**src/rtl/axil_wr_fifo_push.sv**
```systemverilog
// AXI4-Lite write slave that turns each AW+W pair into a single async-FIFO push.
// The B response is returned only after the word is pushed, or after it is rejected for a partial strobe.
module axil_wr_fifo_push #(
  parameter int ADDR_W = 8,
  parameter int DATA_W = 32,
  parameter int ERR_W  = 8
) (
  input  logic                     wclk,
  input  logic                     wrst_n,
  input  logic [ADDR_W-1:0]        s_awaddr,
  input  logic                     s_awvalid,
  output logic                     s_awready,
  input  logic [DATA_W-1:0]        s_wdata,
  input  logic [DATA_W/8-1:0]      s_wstrb,
  input  logic                     s_wvalid,
  output logic                     s_wready,
  output logic [1:0]               s_bresp,
  output logic                     s_bvalid,
  input  logic                     s_bready,
  input  logic                     wfull,
  output logic                     winc,
  output logic [ADDR_W+DATA_W-1:0] wdata,
  output logic [ERR_W-1:0]         err_cnt
);

  typedef enum logic [1:0] {COLLECT, PUSH, RESP} state_t;

  localparam logic [1:0] RESP_OKAY   = 2'b00;
  localparam logic [1:0] RESP_SLVERR = 2'b10;

  state_t                r_state, w_state_nxt;
  logic                  r_aw_held, r_w_held;
  logic [ADDR_W-1:0]     r_aw_addr;
  logic [DATA_W-1:0]     r_w_data;
  logic [DATA_W/8-1:0]   r_w_strb;
  logic [1:0]            r_bresp;
  logic [ERR_W-1:0]      r_err_cnt;

  logic w_aw_fire, w_w_fire, w_strb_ok, w_b_fire, w_reject;

  assign s_awready = (r_state == COLLECT) & ~r_aw_held;
  assign s_wready  = (r_state == COLLECT) & ~r_w_held;
  assign w_aw_fire = s_awvalid & s_awready;
  assign w_w_fire  = s_wvalid & s_wready;
  assign w_strb_ok = &r_w_strb;
  assign w_reject  = (r_state == PUSH) & ~w_strb_ok;

  // Push only from registered state; wfull gates it so the FIFO never overflows.
  assign winc      = (r_state == PUSH) & ~wfull & w_strb_ok;
  assign s_bvalid  = (r_state == RESP);
  assign w_b_fire  = s_bvalid & s_bready;
  assign s_bresp   = r_bresp;
  assign err_cnt   = r_err_cnt;
  // Holding registers are frozen from PUSH until the B handshake, so wdata is stable.
  assign wdata     = {r_aw_addr, r_w_data};

  always_comb begin
    w_state_nxt = r_state;
    case (r_state)
      COLLECT: if ((r_aw_held | w_aw_fire) & (r_w_held | w_w_fire)) w_state_nxt = PUSH;
      PUSH:    if (w_reject | winc) w_state_nxt = RESP;
      RESP:    if (w_b_fire) w_state_nxt = COLLECT;
      default: w_state_nxt = COLLECT;
    endcase
  end

  always_ff @(posedge wclk or negedge wrst_n) begin
    if (!wrst_n) begin
      r_state   <= COLLECT;
      r_aw_held <= 1'b0;
      r_w_held  <= 1'b0;
      r_aw_addr <= '0;
      r_w_data  <= '0;
      r_w_strb  <= '0;
      r_bresp   <= RESP_OKAY;
      r_err_cnt <= '0;
    end else begin
      r_state <= w_state_nxt;
      if (w_aw_fire) begin
        r_aw_held <= 1'b1;
        r_aw_addr <= s_awaddr;
      end
      if (w_w_fire) begin
        r_w_held <= 1'b1;
        r_w_data <= s_wdata;
        r_w_strb <= s_wstrb;
      end
      if (w_reject) begin
        r_bresp <= RESP_SLVERR;
        if (r_err_cnt != '1) r_err_cnt <= r_err_cnt + 1'b1;
      end else if (winc) begin
        r_bresp <= RESP_OKAY;
      end
      if (w_b_fire) begin
        r_aw_held <= 1'b0;
        r_w_held  <= 1'b0;
      end
    end
  end

endmodule

```
**config.mk**
```make
export PLATFORM = sky130hd
export DESIGN_NAME = axil_wr_fifo_push
export DESIGN_NICKNAME = d
export VERILOG_FILES = /design/src/rtl/axil_wr_fifo_push.sv
export SDC_FILE = /design/constraint.sdc
export NUM_CORES = 1
export LEC_CHECK = 0
export BUFFER_PORTS_ARGS = -buffer_cell sky130_fd_sc_hd__buf_4
export CAP_MARGIN = 20
export CORE_MARGIN = 4
export CORE_UTILIZATION = 47
export CTS_CLUSTER_DIAMETER = 200
export DETAILED_ROUTE_END_ITERATION = 7
export PLACE_DENSITY = 0.79
export SLEW_MARGIN = 20
export SYNTH_ARGS = -nofsm -noshare
export SYNTH_HDL_FRONTEND = slang
export SYNTH_SLANG_ARGS = --single-unit
```
**constraint.sdc**
```tcl
create_clock -name wclk -period 1.8 [get_ports wclk]
set_input_delay 0.09 -clock wclk [delete_from_list [all_inputs] [get_ports wclk]]
set_output_delay 0.09 -clock wclk [all_outputs]
set_load 0.1 [all_outputs]
```
Word level (Yosys, flattened, before mapping):

Index checks and enable logic that the tools add are counted.

* add/sub/neg operators: 1
* equal/unequal tests: 6
* reductions and logical operators: 7
* muxes and demuxes: 10
* bitwise logic cells: 16

Operators by type and width (number)
* 2-to-1 mux 2 bit: 5
* AND 1 bit: 9
* adder 8 x 1 -> 8 bit (second input constant): 1
* inequality test 8 bit (second input constant): 1
* inequality test 2 x 1 -> 1 bit (second input constant): 3
* one-hot mux 2 bit (3 select lines): 1
* nonzero test 2 bit: 3
* 2-to-1 mux 1 bit: 4
* NOT 1 bit: 4
* AND reduction 4 bit: 1
* OR 1 bit: 3
* AND reduction 3 bit: 1
* == test 2 x 1 -> 1 bit (second input constant): 1
* == test 2 bit (second input constant): 1
* logical NOT 2 bit: 1
* AND reduction 2 bit: 1

* input port bits: 50
* flip-flop bits (word level): 58
* word-level logic and storage cells: 48
* output and inout bits: 54

Depth between registers and ports, before layout:

Gate-level depths: netlist of run 1.

* depth in word-level cells: 7
* gate-level depth with buffers: 6
* depth with buffers taken out: 5

Worst setup path after synthesis of run 1:

OpenSTA, ideal clock, no wires.

* path kind: reg-to-reg
* from: reg r_state[0]
* to: reg r_aw_addr[0]
* stages on the path, launching flop included: 5
* arrival time: 3326 ps
* setup time: 125 ps
* required time: 1675 ps
* path slack: -1652 ps
* path buffers: 1
* clock period less this slack: 3452 ps
* cell sequence: dfrtp_1 > nor3_1 > and2_1 > buf_4 > mux2_2

* word-level cells in the longest chain between the ends: 3

Ends and longest elaborated chain
* start: declaration: line 31 `state_t r_state, w_state_nxt;`
* start signal: assignment: line 78 `r_state <= w_state_nxt;`
* logical NOT 2 bit: line 41 `assign s_awready = (r_state == COLLECT) & ~r_aw_held;`
* AND 1 bit: line 41
* named net s_awready: line 12 `output logic s_awready,`
* AND 1 bit: line 43 `assign w_aw_fire = s_awvalid & s_awready;`
* end signal: assignment: line 81 `r_aw_addr <= s_awaddr;`
* end: declaration: line 33 `logic [ADDR_W-1:0] r_aw_addr;`

The timed path passes the listed nets, and every way through them passes these cells.
A chain may end at the register's enable or synchronous reset.

Final worst setup path of run 1:

* from: reg r_state[0]
* to: out winc

* word-level cells in the longest chain between the ends: 3

Ends and longest elaborated chain
* == test 2 x 1 -> 1 bit: line 49 `assign winc = (r_state == PUSH) & ~wfull & w_strb_ok;`
* AND 1 bit (2 in series): line 49
* end: declaration: line 21 `output logic winc,`

Every way passes these cells.

==> results of run 1 <==
[layout make-up]
class | instances | area, um2
multi-input combinational | 95 | 975.9
tap | 70 | 87.58
clock buffer | 13 | 168.9
sequential | 57 | 1438
timing repair buffer | 150 | 1264
inverter | 3 | 11.26
fill | 312 | 1070
clock inverter | 2 | 60.06
[flip-flops by register name (all words and copies together) (netlist names)]
name,cells
r_w_held,1
r_state,2
r_aw_held,1
r_aw_addr,8
r_w_strb,4
err_cnt,8
r_w_data,32
s_bresp,1
[path summary, 6_finish.rpt]
path | start | endpoint | cells past startpoint
max | r_state[0]$_DFFE_PN0P_ | winc | 3
min | s_wdata[5] | r_w_data[5]$_DFFE_PN0P_ | 2
max reg2reg | r_state[1]$_DFFE_PN0P_ | r_w_data[5]$_DFFE_PN0P_ | 4
min reg2reg | err_cnt[0]$_DFFE_PN0P_ | err_cnt[0]$_DFFE_PN0P_ | 1
max in group asynchronous | wrst_n | err_cnt[6]$_DFFE_PN0P_ | 2
min in group asynchronous | wrst_n | r_w_data[10]$_DFFE_PN0P_ | 2
[stage by stage]
stage | instance area (um2) | setup TNS, ns
2_1_floorplan | 2524 | -17.04
6_report | 4005 | 0
3_5_place_dp | 3326 | 0
5_1_grt | 4005 | 0
4_1_cts | 4005 | 0
3_3_place_gp | 3326 | 0
[routing by layer]
layer | wire [um] | part of all wire (%)
met5 | 0 | 0
met2 | 3370 | 50
met3 | 411 | 6.1
met1 | 2874 | 43
met4 | 33 | 0.49
[cell usage in the layout (no fill, tap or decap), types with 3 or more instances in the layout]
master | netlist | final
a21oi_1 | 4 | 4
buf_4 | 2 | 103
clkbuf_8 | 0 | 12
dfrtp_1 | 57 | 48
dfrtp_2 | 0 | 9
dlygate4sd3_1 | 0 | 45
inv_1 | 3 | 3
mux2_2 | 17 | 10
mux2_4 | 29 | 36
nand2_1 | 6 | 6
nand3_1 | 3 | 3
nor2_1 | 7 | 7
nor3_1 | 5 | 3
nor3_4 | 0 | 3
[what timing repair did]
item / 4_1_cts / 5_1_grt
gates resized for setup: 0 / 0
hold buffers: 45 / 0
hold endpoints to repair: 103 / 0
buffers inserted: 0 / 0
[cells by family (layout without fill, tap and decap cells)]
kind of cell / after synthesis / after routing
flops: 57 / 57
xor+xnor: 4 / 4
mux: 47 / 47
fa+ha+maj: 1 / 1
buf+inv: 9 / 168
simple gates: 33 / 33
compound gates: 9 / 9
other cells: 1 / 1
==> impl_metrics.toml, run 1 <==
[yosys]
syn_area_per_cell_um2 = 15.24
synth-compound-area-share_pct = 2.244
yosysWarnings = 0
synth_area_um2 = 2454
yosysMostFrequentCell = "dfrtp_1"
synth_edf_count = 0
synthXorXnorAreaFrac_pct = 1.428
netlist_top_cells_area = "dfrtp_1 (58%), mux2_4 (18%), mux2_2 (7.8%), buf_12 (3.3%), nor2_1 (1.1%)"
async_reset_ff_share_pct = 100.0
synthMuxAreaShare_pct = 26.01
synth_top_family_by_area = "multiplexers"
synth_simple_gate_area_share_pct = 7.190
netlist_instances = 161
synth_cell_types = 28
synth_fa_ha_area_share_pct = 0.5099
ys_seq_elements = 57
yosysTopAreaCell = "dfrtp_1"
ys_seq_area_share_pct = 58.13
ys.flop_type = "dfrtp_1"
synth_common_cells = "dfrtp_1 (57), mux2_4 (29), mux2_2 (17)"
synthesis.nets = 212
synth_top_area_share_pct = 58.13

[clocking]
clock-sinks = 57
cts_buffers = 9
clk_path_buf_depth = 2
cts_tree = "built"
path_clk_slew_ns = 0.06
clk_latency_ns = 0.32
cts-root-buf = "clkbuf_8"
htreeDepth = 3

[finish]
n_antenna_cell = 0
drive_gt1_share_pct = 56.56
syn_to_final_growth_pct = 63.23
layout.cells.non_filler = 390
fin_util_pct = 78.92
final_nets = 367

[global_routing]
grt_first_pass_wirelength_mm = 10.35
gr-usage-met1_pct = 27.82
grt_usage_pct = 21.76
busiest_layer = "met2"
grt.met2_usage_pct = 36.42
grt-ovfl-total = 0
grt_pass1_vias = 1974
globalRouteMet3Util_pct = 6.726
antenna_found_initial = 0
grt_max_degree = 58

[routing]
avgViaCountPerCell = 4.838
drt-total-wl_mm = 6.689
num_vias = 1887
dr.pass1.iters = 4
dr.first_iter.drc_count = 97
avgRoutedWirePerCell_um = 17.15
drc = 0
ant_nets = 0

[sta]
drv_slew = 0
fmax_mhz = 596.7
fin_crit_ns = 1.676
worstMarginPinSlew_ns = 0.6999
worst_slack_ns = 0.1240
slew_headroom_pct = 53.34
rsz0062_at_grt = "no"
fin_crit_sh_pct = 93.11
setup_violations = 0
hold_ws_ns = 0.03686
hold_viol = 0
skew_ns = 0.005371

[floorplan]
core.rowCount = 26
dieWidth_um = 80.25
core_area_um2 = 5075
top_level_ports = 104
die_h_um = 80.25
die_area_um2 = 6440
start_util_pct = 48.35

[placement]
dpl.hpwl_mm = 4.032
io_buffers = 102
routabilityCongestion = 0.7820
dp_slack_ns = 0.2193
dp.cells = 330

[worst_setup_path]
crit_type = "reg2out"
end_kind = "primary output"
crit_chain = "or2b_1 > nor3_4 > buf_4"
crit_buf_inv = 1
worstPathRequired_ns = 1.71
crit_fanout = 7
path_delay_family = "flip-flops"
cpMaxStageDelayCell = "dfrtp_1"
critPathLaunchType = "flip-flop"
max_stage_delay_ns = 0.51
rrSetupSlack_ns = 0.19
arrival_ns = 1.59

[status]
status = "completed"

[run]
maxCapViolCount = 0

[min_path]
hp-class = "in2reg"
Power of run 1 is left out: the tool's default activity adds up to more than one toggle a clock period on the data nets, which glitch-free logic cannot reach.
==> run 2, diff against run 1 <==
==> constraint.sdc (replaced) <==
create_clock -name wclk -period 1.85 [get_ports wclk]
set_input_delay 0.0925 -clock wclk [delete_from_list [all_inputs] [get_ports wclk]]
set_output_delay 0.0925 -clock wclk [all_outputs]
set_load 0.1 [all_outputs]
==> impl_metrics.toml, run 2 (synthesis gave the netlist of run 1 again) <==
[status]
status = "completed"

[finish]
fin_util_pct = 78.03
design_area_um2 = 3960
drive_gt1_share_pct = 56.21
final_nets = 368
largest_register_ffs = 32
syn_to_final_growth_pct = 61.40
layout_common_cells = "buf_4 (103), dfrtp_1 (48), dlygate4sd3_1 (46)"
final_common_cell = "buf_4"
n_antenna_cell = 0
largest-register = "r_w_data"

[worst_setup_path]
worstPathRequired_ns = 1.76
r2r_cells = 4
crit_type = "reg2out"
critPathLaunchType = "flip-flop"
arrival_ns = 1.58
rrSetupSlack_ns = 0.35
timing.rr.end = "r_w_data[5]$_DFFE_PN0P_"
crit_fanout = 7
end_kind = "primary output"
crit-reg2reg-launch = "r_state[1]$_DFFE_PN0P_"

[global_routing]
busiest_layer = "met2"
grt_pass1_vias = 1991
grt_first_pass_wirelength_mm = 10.89
grt.met2_usage_pct = 41.64
antenna_found_initial = 0
gr-usage-met1_pct = 27.15
globalRouteMet3Util_pct = 7.063
grt_max_degree = 58
grt_usage_pct = 23.60
grt-ovfl-total = 0

[placement]
dpl.hpwl_mm = 3.968
dp_slack_ns = 0.3486
routabilityCongestion = 0.7668
placed_cell_area_um2 = 3326
io_buffers = 102

[sta]
worst_slack_ns = 0.1760
rsz0062_at_grt = "no"
setup_violations = 0
tns_ns = 0
fin_crit_ns = 1.674
slew_headroom_pct = 53.38
skew_ns = 0.008557
drv_slew = 0
fin_crit_sh_pct = 90.49
fmax_mhz = 597.4
worstMarginPinSlew_ns = 0.6992
hold_viol = 0

[clocking]
clock-sinks = 57
path_clk_slew_ns = 0.06
cts-root-buf = "clkbuf_8"
cts_tree = "built"
postCtsSetupRepairBufs = 0
cts_buffers = 9
clk_latency_ns = 0.33
clk_path_buf_depth = 2
htreeDepth = 3

[routing]
drc = 0
drt-total-wl_mm = 7.152
num_vias = 1898
dr.first_iter.drc_count = 71
ant_nets = 0
avgViaCountPerCell = 4.842
dr.pass1.iters = 4
avgRoutedWirePerCell_um = 18.24

[run]
maxCapViolCount = 0

[floorplan]
core.rowCount = 26
die_area_um2 = 6440
die_h_um = 80.25
start_util_pct = 48.35
dieWidth_um = 80.25
core_area_um2 = 5075
top_level_ports = 104

[min_path]
worstHoldStart = "wfull"
hp-class = "in2reg"
hold_path_end = "s_bresp[1]$_DFFE_PN0P_"
holdPathStages = 3
run 2: cell count changes in the layout (fill, tap and decap cells not counted):
cell	previous run	this run
clkbuf_1	1	2
clkinv_2	0	3
bufinv_16	2	0
dlygate4sd3_1	45	46
clkbuf_8	12	11
run 2: timing repair:
| action | in CTS | in global routing |
|---|---|---|
| hold buffers | 46 | 0 |
| resized for setup | 0 | 0 |
| hold endpoints to repair | 104 | 0 |
| setup endpoints to repair | 0 | 0 |
run 2: layout make-up:
cell class | count | area, um2
sequential | 57 | 1438
timing repair buffer | 151 | 1274
fill | 316 | 1115
multi-input combinational | 95 | 975.9
clock buffer | 13 | 158.9
tap | 70 | 87.58
clock inverter | 3 | 15.01
inverter | 3 | 11.26
run 2: worst max path at each step:
stage	end	slack [ns]	start
final	winc	0.18	r_state[0]$_DFFE_PN0P_
after global placement	r_aw_addr[5]$_DFFE_PN0P_	0.39	r_state[1]$_DFFE_PN0P_
after detailed placement	r_aw_addr[3]$_DFFE_PN0P_	0.35	r_state[1]$_DFFE_PN0P_
after CTS	winc	0.15	r_state[0]$_DFFE_PN0P_
after global routing	winc	0.09	r_state[0]$_DFFE_PN0P_
after floorplan	r_w_data[10]$_DFFE_PN0P_	-0.38	r_state[1]$_DFFE_PN0P_
run 2: metrics by stage:
step	hold slack, ns	instances
4_1_cts	0.03547	392
6_report	0.04923	392
2_1_floorplan	-0.2031	161
3_3_place_gp	0.1848	330
5_1_grt	0.04870	392
3_5_place_dp	0.1916	330
run 2: layer usage:
layer  share of wire [%]  wire, um
met5                   0         0
met4                 1.8       127
met3                 5.7       406
met2                  53      3795
met1                  39      2823
run 2: critical path: stages (launching register included):
cell and delay, ns:
dfrtp_1 0.50, or2b_1 0.32, nor3_4 0.12, buf_4 0.31
Power of run 2 is left out for the same reason.
